File: config.mk
export PLATFORM = sky130hd
export DESIGN_NAME = core_bus_initiator
export DESIGN_NICKNAME = d
export VERILOG_FILES = /design/src/rtl/core_bus_pkg.sv /design/src/rtl/core_bus_initiator_timeout_ctr.sv /design/src/rtl/core_bus_initiator.sv
export SDC_FILE = /design/constraint.sdc
export NUM_CORES = 1
export LEC_CHECK = 0
export CORE_ASPECT_RATIO = 1.5
export CORE_MARGIN = 4
export CORE_UTILIZATION = 42
export CTS_CLUSTER_DIAMETER = 30
export DETAILED_ROUTE_END_ITERATION = 10
export GPL_TIMING_DRIVEN = 0
export PLACE_DENSITY = 0.91
export SLEW_MARGIN = 10
export SYNTH_ARGS = -nofsm -noshare
export SYNTH_HDL_FRONTEND = slang
export SYNTH_SLANG_ARGS = --single-unit
File: constraint.sdc
create_clock -name CLK -period 2.7 [get_ports CLK]
set_input_delay 0.54 -clock CLK [delete_from_list [all_inputs] [get_ports CLK]]
set_output_delay 0.54 -clock CLK [all_outputs]
set_load 0.05 [all_outputs]
File: src/rtl/core_bus_pkg.sv
`default_nettype none
// ============================================================================
// Module      : core_bus_pkg
// Description : Shared op encodings, initiator state type and helpers for the
//               core-side memory bus initiator.
// Revision    : 1.0 - initial release
// ============================================================================
package core_bus_pkg;

    localparam logic [1:0] OP_DRAM_RD = 2'b00;
    localparam logic [1:0] OP_DRAM_WR = 2'b01;
    localparam logic [1:0] OP_DATA_RD = 2'b10;
    localparam logic [1:0] OP_DATA_WR = 2'b11;

    localparam int c_DEFAULT_TIMEOUT = 1024;

    typedef enum logic [1:0] {
        IDLE  = 2'd0,
        ISSUE = 2'd1,
        WAIT  = 2'd2,
        RESP  = 2'd3
    } state_t;

    function automatic logic op_is_data(input logic [1:0] op);
        return (op == OP_DATA_RD) || (op == OP_DATA_WR);
    endfunction

    function automatic logic op_is_write(input logic [1:0] op);
        return (op == OP_DRAM_WR) || (op == OP_DATA_WR);
    endfunction

endpackage
`default_nettype wire

File: src/rtl/core_bus_initiator_timeout_ctr.sv
`default_nettype none
// ============================================================================
// Module      : bus_timeout_ctr
// Description : Per-phase cycle counter with clear/enable and an expiry flag
//               for the bus initiator handshake watchdog.
// Revision    : 1.0 - initial release
// ============================================================================
module bus_timeout_ctr #(
    parameter int TIMEOUT = 1024,
    parameter int CW      = 11
) (
    input  logic CLK,
    input  logic RST_X,
    input  logic i_clear,
    input  logic i_enable,
    output logic o_expired
);

    localparam logic [CW-1:0] c_LIMIT   = CW'((TIMEOUT > 0) ? TIMEOUT - 1 : 0);
    localparam logic          c_ENABLED = (TIMEOUT > 0);

    logic [CW-1:0] r_count;

    always_ff @(posedge CLK) begin
        if (RST_X) begin
            r_count <= '0;
        end else if (i_clear) begin
            r_count <= '0;
        end else if (i_enable && (r_count != c_LIMIT)) begin
            r_count <= r_count + 1'b1;
        end
    end

    // High on the edge that would make the count reach TIMEOUT.
    assign o_expired = c_ENABLED & i_enable & (r_count == c_LIMIT);

endmodule
`default_nettype wire

File: src/rtl/core_bus_initiator.sv
`default_nettype none
// ============================================================================
// Module      : core_bus_initiator
// Description : Core-side master port for the shared multicore memory bus;
//               one DRAM or data operation at a time with busy handshake.
// Revision    : 1.0 - initial release
// ============================================================================
module core_bus_initiator
    import core_bus_pkg::*;
#(
    parameter int TIMEOUT = c_DEFAULT_TIMEOUT,
    parameter int CW      = (TIMEOUT > 0) ? $clog2(TIMEOUT + 1) : 1
) (
    input  logic        CLK,
    input  logic        RST_X,
    input  logic        req_valid,
    output logic        req_ready,
    input  logic [1:0]  req_op,
    input  logic [31:0] req_addr,
    input  logic [31:0] req_wdata,
    input  logic [2:0]  req_ctrl,
    output logic        rsp_valid,
    output logic [31:0] rsp_rdata,
    output logic        rsp_err,
    output logic        bus_dram_le,
    output logic        bus_dram_we_t,
    output logic [31:0] bus_dram_addr,
    output logic [31:0] bus_dram_wdata,
    output logic [2:0]  bus_dram_ctrl,
    input  logic        bus_dram_busy,
    input  logic [31:0] bus_dram_odata,
    output logic        bus_data_le,
    output logic        bus_data_we,
    output logic [31:0] bus_mem_paddr,
    output logic [31:0] bus_data_wdata,
    input  logic [3:0]  bus_data_busy,
    input  logic [31:0] bus_data_data
);

    state_t      r_state;
    logic [1:0]  r_op;
    logic        r_dram_le;
    logic        r_dram_we;
    logic        r_data_le;
    logic        r_data_we;
    logic [31:0] r_dram_addr;
    logic [31:0] r_dram_wdata;
    logic [2:0]  r_dram_ctrl;
    logic [31:0] r_data_paddr;
    logic [31:0] r_data_wdata;
    logic        r_rsp_valid;
    logic        r_rsp_err;
    logic [31:0] r_rsp_rdata;

    logic w_req_ready;
    logic w_accept;
    logic w_sel_busy;
    logic w_ctr_clear;
    logic w_ctr_enable;
    logic w_expired;

    // Both sides must be quiet so a stale busy is never mistaken for an ack.
    assign w_req_ready  = (r_state == IDLE) && !bus_dram_busy && !(|bus_data_busy);
    assign w_accept     = req_valid && w_req_ready;
    assign w_sel_busy   = op_is_data(r_op) ? (|bus_data_busy) : bus_dram_busy;
    assign w_ctr_clear  = w_accept || ((r_state == ISSUE) && w_sel_busy);
    assign w_ctr_enable = (r_state == ISSUE) || (r_state == WAIT);

    bus_timeout_ctr #(
        .TIMEOUT (TIMEOUT),
        .CW      (CW)
    ) u_timeout_ctr (
        .CLK       (CLK),
        .RST_X     (RST_X),
        .i_clear   (w_ctr_clear),
        .i_enable  (w_ctr_enable),
        .o_expired (w_expired)
    );

    always_ff @(posedge CLK) begin
        if (RST_X) begin
            r_state      <= IDLE;
            r_op         <= OP_DRAM_RD;
            r_dram_le    <= 1'b0;
            r_dram_we    <= 1'b0;
            r_data_le    <= 1'b0;
            r_data_we    <= 1'b0;
            r_dram_addr  <= '0;
            r_dram_wdata <= '0;
            r_dram_ctrl  <= '0;
            r_data_paddr <= '0;
            r_data_wdata <= '0;
            r_rsp_valid  <= 1'b0;
            r_rsp_err    <= 1'b0;
            r_rsp_rdata  <= '0;
        end else begin
            r_rsp_valid <= 1'b0;
            r_rsp_err   <= 1'b0;
            case (r_state)
                IDLE: begin
                    if (w_accept) begin
                        r_op    <= req_op;
                        r_state <= ISSUE;
                        if (op_is_data(req_op)) begin
                            r_data_paddr <= req_addr;
                            r_data_wdata <= req_wdata;
                            r_data_le    <= !op_is_write(req_op);
                            r_data_we    <= op_is_write(req_op);
                        end else begin
                            r_dram_addr  <= req_addr;
                            r_dram_wdata <= req_wdata;
                            r_dram_ctrl  <= req_ctrl;
                            r_dram_le    <= !op_is_write(req_op);
                            r_dram_we    <= op_is_write(req_op);
                        end
                    end
                end
                ISSUE: begin
                    // Busy wins over expiry: the arbiter has taken the request.
                    if (w_sel_busy) begin
                        r_dram_le <= 1'b0;
                        r_dram_we <= 1'b0;
                        r_data_le <= 1'b0;
                        r_data_we <= 1'b0;
                        r_state   <= WAIT;
                    end else if (w_expired) begin
                        r_dram_le   <= 1'b0;
                        r_dram_we   <= 1'b0;
                        r_data_le   <= 1'b0;
                        r_data_we   <= 1'b0;
                        r_rsp_valid <= 1'b1;
                        r_rsp_err   <= 1'b1;
                        r_state     <= RESP;
                    end
                end
                WAIT: begin
                    if (!w_sel_busy) begin
                        if (r_op == OP_DRAM_RD) begin
                            r_rsp_rdata <= bus_dram_odata;
                        end else if (r_op == OP_DATA_RD) begin
                            r_rsp_rdata <= bus_data_data;
                        end
                        r_rsp_valid <= 1'b1;
                        r_state     <= RESP;
                    end else if (w_expired) begin
                        r_rsp_valid <= 1'b1;
                        r_rsp_err   <= 1'b1;
                        r_state     <= RESP;
                    end
                end
                RESP: begin
                    r_state <= IDLE;
                end
                default: begin
                    r_state <= IDLE;
                end
            endcase
        end
    end

    assign req_ready      = w_req_ready;
    assign rsp_valid      = r_rsp_valid;
    assign rsp_rdata      = r_rsp_rdata;
    assign rsp_err        = r_rsp_err;
    assign bus_dram_le    = r_dram_le;
    assign bus_dram_we_t  = r_dram_we;
    assign bus_dram_addr  = r_dram_addr;
    assign bus_dram_wdata = r_dram_wdata;
    assign bus_dram_ctrl  = r_dram_ctrl;
    assign bus_data_le    = r_data_le;
    assign bus_data_we    = r_data_we;
    assign bus_mem_paddr  = r_data_paddr;
    assign bus_data_wdata = r_data_wdata;

endmodule
`default_nettype wire

==> results.cfg, run 1 <==
[run_status]
status = finished clean

[global_route]
grt_usage_pct = 26.0
first_global_vias = 7535
grt_pass1_wl_mm = 39.1
grt_max_degree = 19
grt_overflow = 0
antenna_found_initial = 0

[logic_synthesis]
synthArstFlopShare_pct = 0
synth_xor_xnor_area_share_pct = 0.373
yosys.area_share.simple_pct = 22.7
synth_top_family_by_area = simple AND/OR/NAND/NOR gates
synth_flop_cell = dfxtp_1
netlist_area_um2 = 7040
netlist_instances = 893
seq_area_frac_synth_pct = 52.3
synth.distinct_cells = 43
synth_area_per_cell_um2 = 7.89
muxShareOfSynthArea_pct = 0.142
yosys_warnings = 0
synth_compound_area_share_pct = 18.9
synth-edff-count = 0
syn-num-nets = 1039
synthAdderAreaFrac_pct = 0.888
ys_ff_latch = 184

[clocking]
cts_tree = done
clockRootBuffer = clkbuf_16
worstSkewPairLatency_ns = 0.42
clkSlewWorstSetupHoldPaths_ns = 0.08
cts_buffers = 17
clkSinkCount = 184
clock_path_buffers = 2
htreeDepth = 4
cts_setup_buffers = 0
cts_hold_buf = 0

[placement]
dp_hpwl_mm = 19.6
finalWeightedCongestion = 0.955
pre_cts_slack_ns = -0.576
portBuffers = 309
dpl.cell_count = 1408

[floorplan]
core_um2 = 16300
rows = 57
die_h_um = 167
dieArea_um2 = 19000
pin_count = 311
die_x_um = 114
start_util_pct = 43.1

[timing]
tns_ns = 0
slew_headroom_pct = 47.9
drv_slew = 0
finalSetupViolCount = 0
finalHoldViolCount = 0
fin_hold_ws_ns = 0.455
fmax_ghz = 0.375
fin_skew_ns = 0.0128
rsz0062_at_grt = no
finalCritPeriodShare_pct = 98.7
worst_slew_pin_slew_ns = 0.772
final.min_clock_period_ns = 2.66
timing.final.ws_setup_ns = 0.0350

[routing]
ant_nets = 0
drtIter0Drc = 535
wire_per_inst_um = 17.9
drc = 0
wl_mm = 25.7
first_pass_iters = 6
vias = 7668
viasPerCell = 5.33

[power]
ir_worst_vdd_v = 0.000371
leakage_nw = 3.66
p_total_mw = 5.56
p_per_area_nw_per_um2 = 508

[cells_and_area]
insertedDiodeCount = 0
fin_cells = 1439
fillers = 1323
nets = 1367
seqCellArea_um2 = 3680
multi_input_area_um2 = 3030
final_layout_size_suffix_gt1_share_pct = 4.79
syn_to_final_growth_pct = 55.6

[setup_path]
cp-start-kind = input port
rrSetupSlack_ns = 0.27
crit_type = in -> out
worst-path-max-fanout = 10
cp.required_ns = 2.16
cp.arrival_ns = 2.12
endpoint_kind = output port

[job]
maxCapViolCount = 0

[worst_hold_path]
hp-class = reg -> reg
-- cell type report --
class / instances / area share, %
Multi-Input combinational cell: 628 / 27.7
Tap cell: 206 / 2.35
Sequential cell: 184 / 33.6
Buffer: 73 / 2.80
Clock buffer: 17 / 3.88
Clock inverter: 14 / 1.22
Timing Repair Buffer: 309 / 28.2
Inverter: 8 / 0.274
-- synthesized netlist by cell type, types with 2 or more instances --
cell / n / share of area [%]
a21oi_1: 140 / 9.9
ha_1: 5 / 0.89
xnor2_1: 2 / 0.25
nor4_1: 4 / 0.36
or3b_2: 2 / 0.25
nor2_1: 45 / 2.4
buf_1: 4 / 0.21
a311oi_1: 33 / 4.1
nand4_1: 3 / 0.27
nor3b_1: 2 / 0.21
or3_1: 6 / 0.53
dfxtp_1: 184 / 52
nor2b_1: 2 / 0.18
o21ai_0: 39 / 2.8
a211oi_1: 2 / 0.21
nor3_1: 12 / 0.85
buf_2: 20 / 1.4
nand3_1: 4 / 0.28
clkbuf_1: 48 / 2.6
nand3b_1: 4 / 0.43
nand2_1: 299 / 16
a221oi_1: 5 / 0.62
inv_1: 8 / 0.43
-- flip-flops by register name, summed over array words and instances, names as in the netlist, 2 cells and up --
register,cells
bus_dram_addr,32
bus_dram_wdata,32
rsp_rdata,32
bus_mem_paddr,32
bus_dram_ctrl,3
r_op,2
r_state,2
u_timeout_ctr.r_count,11
bus_data_wdata,32
-- cells in the final DEF (no fill, tap or decap), types with 2 or more instances in the layout --
| cell | count |
|---|---|
| o21ai_0 | 39 |
| nor2b_1 | 2 |
| dfxtp_1 | 184 |
| a311oi_1 | 33 |
| nand2_1 | 299 |
| clkbuf_1 | 48 |
| buf_1 | 4 |
| a21oi_1 | 140 |
| nor4_1 | 4 |
| clkbuf_16 | 17 |
| clkinvlp_4 | 2 |
| inv_8 | 4 |
| a211oi_1 | 2 |
| nand3b_1 | 4 |
| nor3_1 | 10 |
| buf_2 | 20 |
| a221oi_1 | 5 |
| or3b_2 | 2 |
| nor3b_1 | 2 |
| or3_1 | 6 |
| nor3_2 | 2 |
| inv_6 | 2 |
| inv_1 | 8 |
| nor2_1 | 45 |
| nand3_1 | 4 |
| nand4_1 | 3 |
| ha_1 | 5 |
| clkinv_4 | 4 |
| xnor2_1 | 2 |
| clkdlybuf4s50_1 | 308 |
-- worst paths after layout --
kind | from | endpoint | depth (start not counted)
max reg2reg | r_state[1] | bus_dram_addr[9] | 9
min | bus_dram_addr[5] | bus_dram_addr[5] | 2
max | bus_data_busy[1] | req_ready | 5
min reg2reg | bus_dram_addr[5] | bus_dram_addr[5] | 2
-- power breakdown --
group          switching, mW  internal (mW)  total (mW)
sequential           0.00958           2.73        2.74
clock                   1.15           1.22        2.37
combinational          0.218          0.242       0.460
total                   1.38           4.19        5.56
-- repair_timing --
item,CTS,global route
endpoints found under the hold margin,0,0
gates resized for setup,7,0
setup endpoints to repair,31,0
-- kinds of logic (layout without fill, tap and decap cells) --
logic type | count (synthesis) | after routing
buf+inv | 81 | 421
compound gates | 229 | 229
fa+ha+maj | 5 | 5
mux | 1 | 1
simple gates | 390 | 390
xor+xnor | 3 | 3
flops | 184 | 184
-- metrics by stage --
stage	utilization, %	instance area, µm²
floorplan	-	7050
global placement	63.7	10400
detailed placement	63.7	10400
CTS	67.1	11000
global route	67.1	11000
finish	67.1	11000
-- worst max-delay path, stage by stage --
cell and delay [ns]:
clkdlybuf4s50_1 0.42, or4_4 0.60, buf_2 0.22, nor3_2 0.11, buf_4 0.22
-- layer usage --
layer / global-route usage, % / share of wire, %
met1: 28.5 / 37
met2: 46.2 / 51
met3: 6.32 / 7.6
met4: 12.8 / 5.0
met5: 0 / 0
No activity file was read; power rests on OpenSTA's default activity.
==> run 2: changes to the inputs <==
Settings changed: PLACE_DENSITY 0.91 to not set, PLACE_DENSITY_LB_ADDON set to 0.3, REMOVE_ABC_BUFFERS set to 1.
==> results.cfg, run 2 (synthesized netlist as in run 1, its figures left out) <==
[routing]
viasPerCell = 5.24
vias = 7323
wl_mm = 23.7
drc = 0
first_pass_iters = 5
ant_nets = 0
drtIter0Drc = 525
wire_per_inst_um = 16.9

[setup_path]
worst-path-max-fanout = 14
rr_worst_depth = 7
endpoint_kind = output port
cp-start-kind = input port
cp.required_ns = 2.16
crit_type = in -> out
cp.arrival_ns = 2.08

[timing]
finalCritPeriodShare_pct = 96.9
final.min_clock_period_ns = 2.62
drv_slew = 0
tns_ns = 0
slew_headroom_pct = 18.1
finalSetupViolCount = 0
finalHoldViolCount = 0
worst_slew_pin_slew_ns = 1.23
fin_skew_ns = 0.0127
fmax_ghz = 0.382
fin_hold_ws_ns = 0.453
rsz0062_at_grt = no

[cells_and_area]
final_layout_size_suffix_gt1_share_pct = 5.97
nets = 1322
final_cell_area_um2 = 11000
syn_to_final_growth_pct = 56.0
final_cell_mix = clkdlybuf4s50_1 (308), nand2_1 (299), dfxtp_1 (183), a21oi_1 (140), nor2_1 (44)
final_common_cell = clkdlybuf4s50_1
fin_cells = 1397

[floorplan]
rows = 57
pin_count = 311
die_h_um = 167
die_x_um = 114
dieArea_um2 = 19000
start_util_pct = 43.1
core_um2 = 16300

[power]
ir_worst_vdd_v = 0.000304
leakage_nw = 3.69
p_total_mw = 5.61
p_per_area_nw_per_um2 = 510

[clocking]
clkSinkCount = 184
cts_buffers = 17
htreeDepth = 4
cts_hold_buf = 0
clockRootBuffer = clkbuf_16
clock_path_buffers = 2
clkSlewWorstSetupHoldPaths_ns = 0.07
worstSkewPairLatency_ns = 0.43
cts_tree = done

[placement]
finalWeightedCongestion = 0.823
dp_hpwl_mm = 16.5
postPlaceCellArea_um2 = 10300
portBuffers = 310
dpl.cell_count = 1353

[global_route]
antenna_found_initial = 2
first_global_vias = 7018
grt_max_degree = 97
grt_overflow = 0
grt_pass1_wl_mm = 35.7
grt_usage_pct = 23.4

[job]
maxCapViolCount = 0

[worst_hold_path]
holdPathStages = 2
hp-class = reg -> reg

[run_status]
status = finished clean
## run 2: cell count changes in the layout (fill, tap and decap cells not counted), moves of 4 or more
cell / before / now
buf_2: 20 / 0
clkbuf_1: 48 / 0
buf_4: 1 / 19
buf_6: 1 / 5
buf_1: 4 / 0
## run 2: power breakdown
group | total [mW] | internal [mW] | switching (mW)
combinational | 0.449 | 0.247 | 0.202
clock | 2.42 | 1.25 | 1.18
sequential | 2.74 | 2.72 | 0.0118
## run 2: routing by layer
| layer | GRT usage, % | part of all wire (%) |
|---|---|---|
| met1 | 24.5 | 37 |
| met2 | 43.2 | 52 |
| met3 | 5.23 | 6.7 |
| met4 | 11.2 | 4.2 |
| met5 | 0 | 0 |
## run 2: worst paths after layout
path | start | to | slack, ns
worst max-delay path | bus_data_busy[1] | req_ready | 0.08
worst min-delay path | bus_mem_paddr[27] | bus_mem_paddr[27] | 0.45
worst max register to register | r_op[0] | rsp_rdata[25] | 0.31
worst min register to register | bus_mem_paddr[27] | bus_mem_paddr[27] | 0.45
## run 2: timing repair
action	in CTS	in global routing
buffers inserted	1	8
gates resized for setup	10	4
pin swaps	1	3
setup endpoints to repair	38	18
cloned	0	1
## run 2: layout make-up
cell class / count / area (µm²)
diodes: 2 / 5.00
multi-input cells: 629 / 3080
clock inverters: 14 / 130
clock buffers: 18 / 439
flip-flops and latches: 184 / 3690
well taps: 206 / 258
fillers: 1387 / 5340
repair buffers: 336 / 3370
inverters: 8 / 30.0
## run 2: through the flow
step / utilization [%] / worst slack, ns
global placement: 61.8 / -6.44
global route: 67.3 / 0.0200
finish: 67.3 / 0.0826
floorplan: - / -3.82
CTS: 66.8 / 0.0563
detailed placement: 63.2 / -0.812
## run 2: critical path, cell delays in order
cell and delay, ns:
clkdlybuf4s50_1 0.42, or4_4 0.67, nor3_1 0.21, buf_4 0.24
==> run 3: changes to the inputs <==
Settings changed: CORE_MARGIN 4 to 1.5, CTS_CLUSTER_DIAMETER 30 to not set.
==> results.cfg, run 3 (synthesized netlist as in run 1, its figures left out) <==
[timing]
final.min_clock_period_ns = 2.63
finalHoldViolCount = 0
finalSetupViolCount = 0
drv_slew = 0
rsz0062_at_grt = no
finalCritPeriodShare_pct = 97.3
slew_headroom_pct = 44.3
worst_slew_pin_slew_ns = 0.835
fin_skew_ns = 0.0146
fin_hold_ws_ns = 0.453
fmax_ghz = 0.381
tns_ns = 0

[cells_and_area]
fin_cells = 1392
final_common_cell = clkdlybuf4s50_1
final_cell_mix = clkdlybuf4s50_1 (308), nand2_1 (299), dfxtp_1 (182), a21oi_1 (140), nor2_1 (44)
insertedDiodeCount = 0
final_layout_size_suffix_gt1_share_pct = 5.90
fillers = 1336
nets = 1319
syn_to_final_growth_pct = 56.8
final_cell_area_um2 = 11000

[clocking]
clkSlewWorstSetupHoldPaths_ns = 0.07
htreeDepth = 4
clockRootBuffer = clkbuf_16
clock_path_buffers = 2
cts_buffers = 17
cts_hold_buf = 0
cts_tree = done
worstSkewPairLatency_ns = 0.42
clkSinkCount = 184

[global_route]
first_global_vias = 6738
grt_usage_pct = 24.5
grt_max_degree = 94
antenna_found_initial = 0
grt_overflow = 0
grt_pass1_wl_mm = 33.9

[setup_path]
cp-start-kind = input port
crit_buf_inv = 2
cp.required_ns = 2.16
endpoint_kind = output port
path_cells = clkdlybuf4s50_1 -> or4_4 -> nor3_2 -> buf_4
cpMaxStageDelayCell = or4_4
path_delay_family = simple AND/OR/NAND/NOR gates
worst-path-max-fanout = 14
cp.arrival_ns = 2.09
crit_type = in -> out
crit_path_max_incr_delay_ns = 0.68

[placement]
dp_hpwl_mm = 15.1
finalWeightedCongestion = 0.799
postPlaceCellArea_um2 = 10300
dpl.cell_count = 1352
portBuffers = 310

[run_status]
status = finished clean

[floorplan]
start_util_pct = 43.1
dieArea_um2 = 17600
core_um2 = 16300
die_h_um = 162
rows = 57
pin_count = 311
die_x_um = 109

[power]
p_per_area_nw_per_um2 = 516
p_total_mw = 5.70
leakage_nw = 3.71
ir_worst_vdd_v = 0.000335

[routing]
ant_nets = 0
viasPerCell = 5.16
vias = 7189
first_pass_iters = 6
wire_per_inst_um = 16.1
wl_mm = 22.4
drc = 0
drtIter0Drc = 384

[worst_hold_path]
hp-class = reg -> reg

[job]
maxCapViolCount = 0
run 3: path summary, 6_finish.rpt:
path,startpoint,end,slack (ns),cells past startpoint
worst max-delay path,bus_data_busy[1],req_ready,0.07,4
worst min-delay path,bus_dram_wdata[25],bus_dram_wdata[25],0.45,2
worst max register to register,r_state[0],bus_mem_paddr[26],0.33,7
worst min register to register,bus_dram_wdata[25],bus_dram_wdata[25],0.45,2
run 3: area by class of cell:
type                    count  area [µm²]  area share [%]
flip-flops and latches    184        3690            33.4
repair buffers            333        3380            30.6
multi-input cells         629        3080            27.9
clock buffers              19         453            4.10
well taps                 206         258            2.33
clock inverters            13         151            1.37
inverters                   8        30.0           0.272
run 3: worst register-to-register path, cell delays in order (launching register included):
cell and delay [ns]:
dfxtp_1 0.33, inv_1 0.13, ha_1 0.26, nand3b_1 0.17, buf_4 0.19, or3_2 0.86, nand2_1 0.20, a21oi_1 0.08
run 3: power breakdown:
group / internal (mW) / switching [mW]
Sequential: 2.72 / 0.0113
Clock: 1.37 / 1.15
Combinational: 0.244 / 0.201
run 3: what timing repair did:
item,CTS,global route
setup buffers,2,6
endpoints found under the setup margin,44,49
cloned,0,1
resized for setup,12,2
pin swaps,2,5
run 3: per-layer routing:
metal	up-vias	share of wire (%)	track usage, %
met1	3307	37	26.1
met5	-	0	0
met2	277	53	45.1
li1	3574	-	-
met3	31	7.4	7.10
met4	0	2.4	8.61
run 3: through the flow:
step	util [%]	setup slack [ns]
6_report	67.6	0.0728
3_3_place_gp	61.8	-6.24
3_5_place_dp	63.3	-0.724
5_1_grt	67.6	0.000276
4_1_cts	67.2	0.0139
2_1_floorplan	-	-3.82
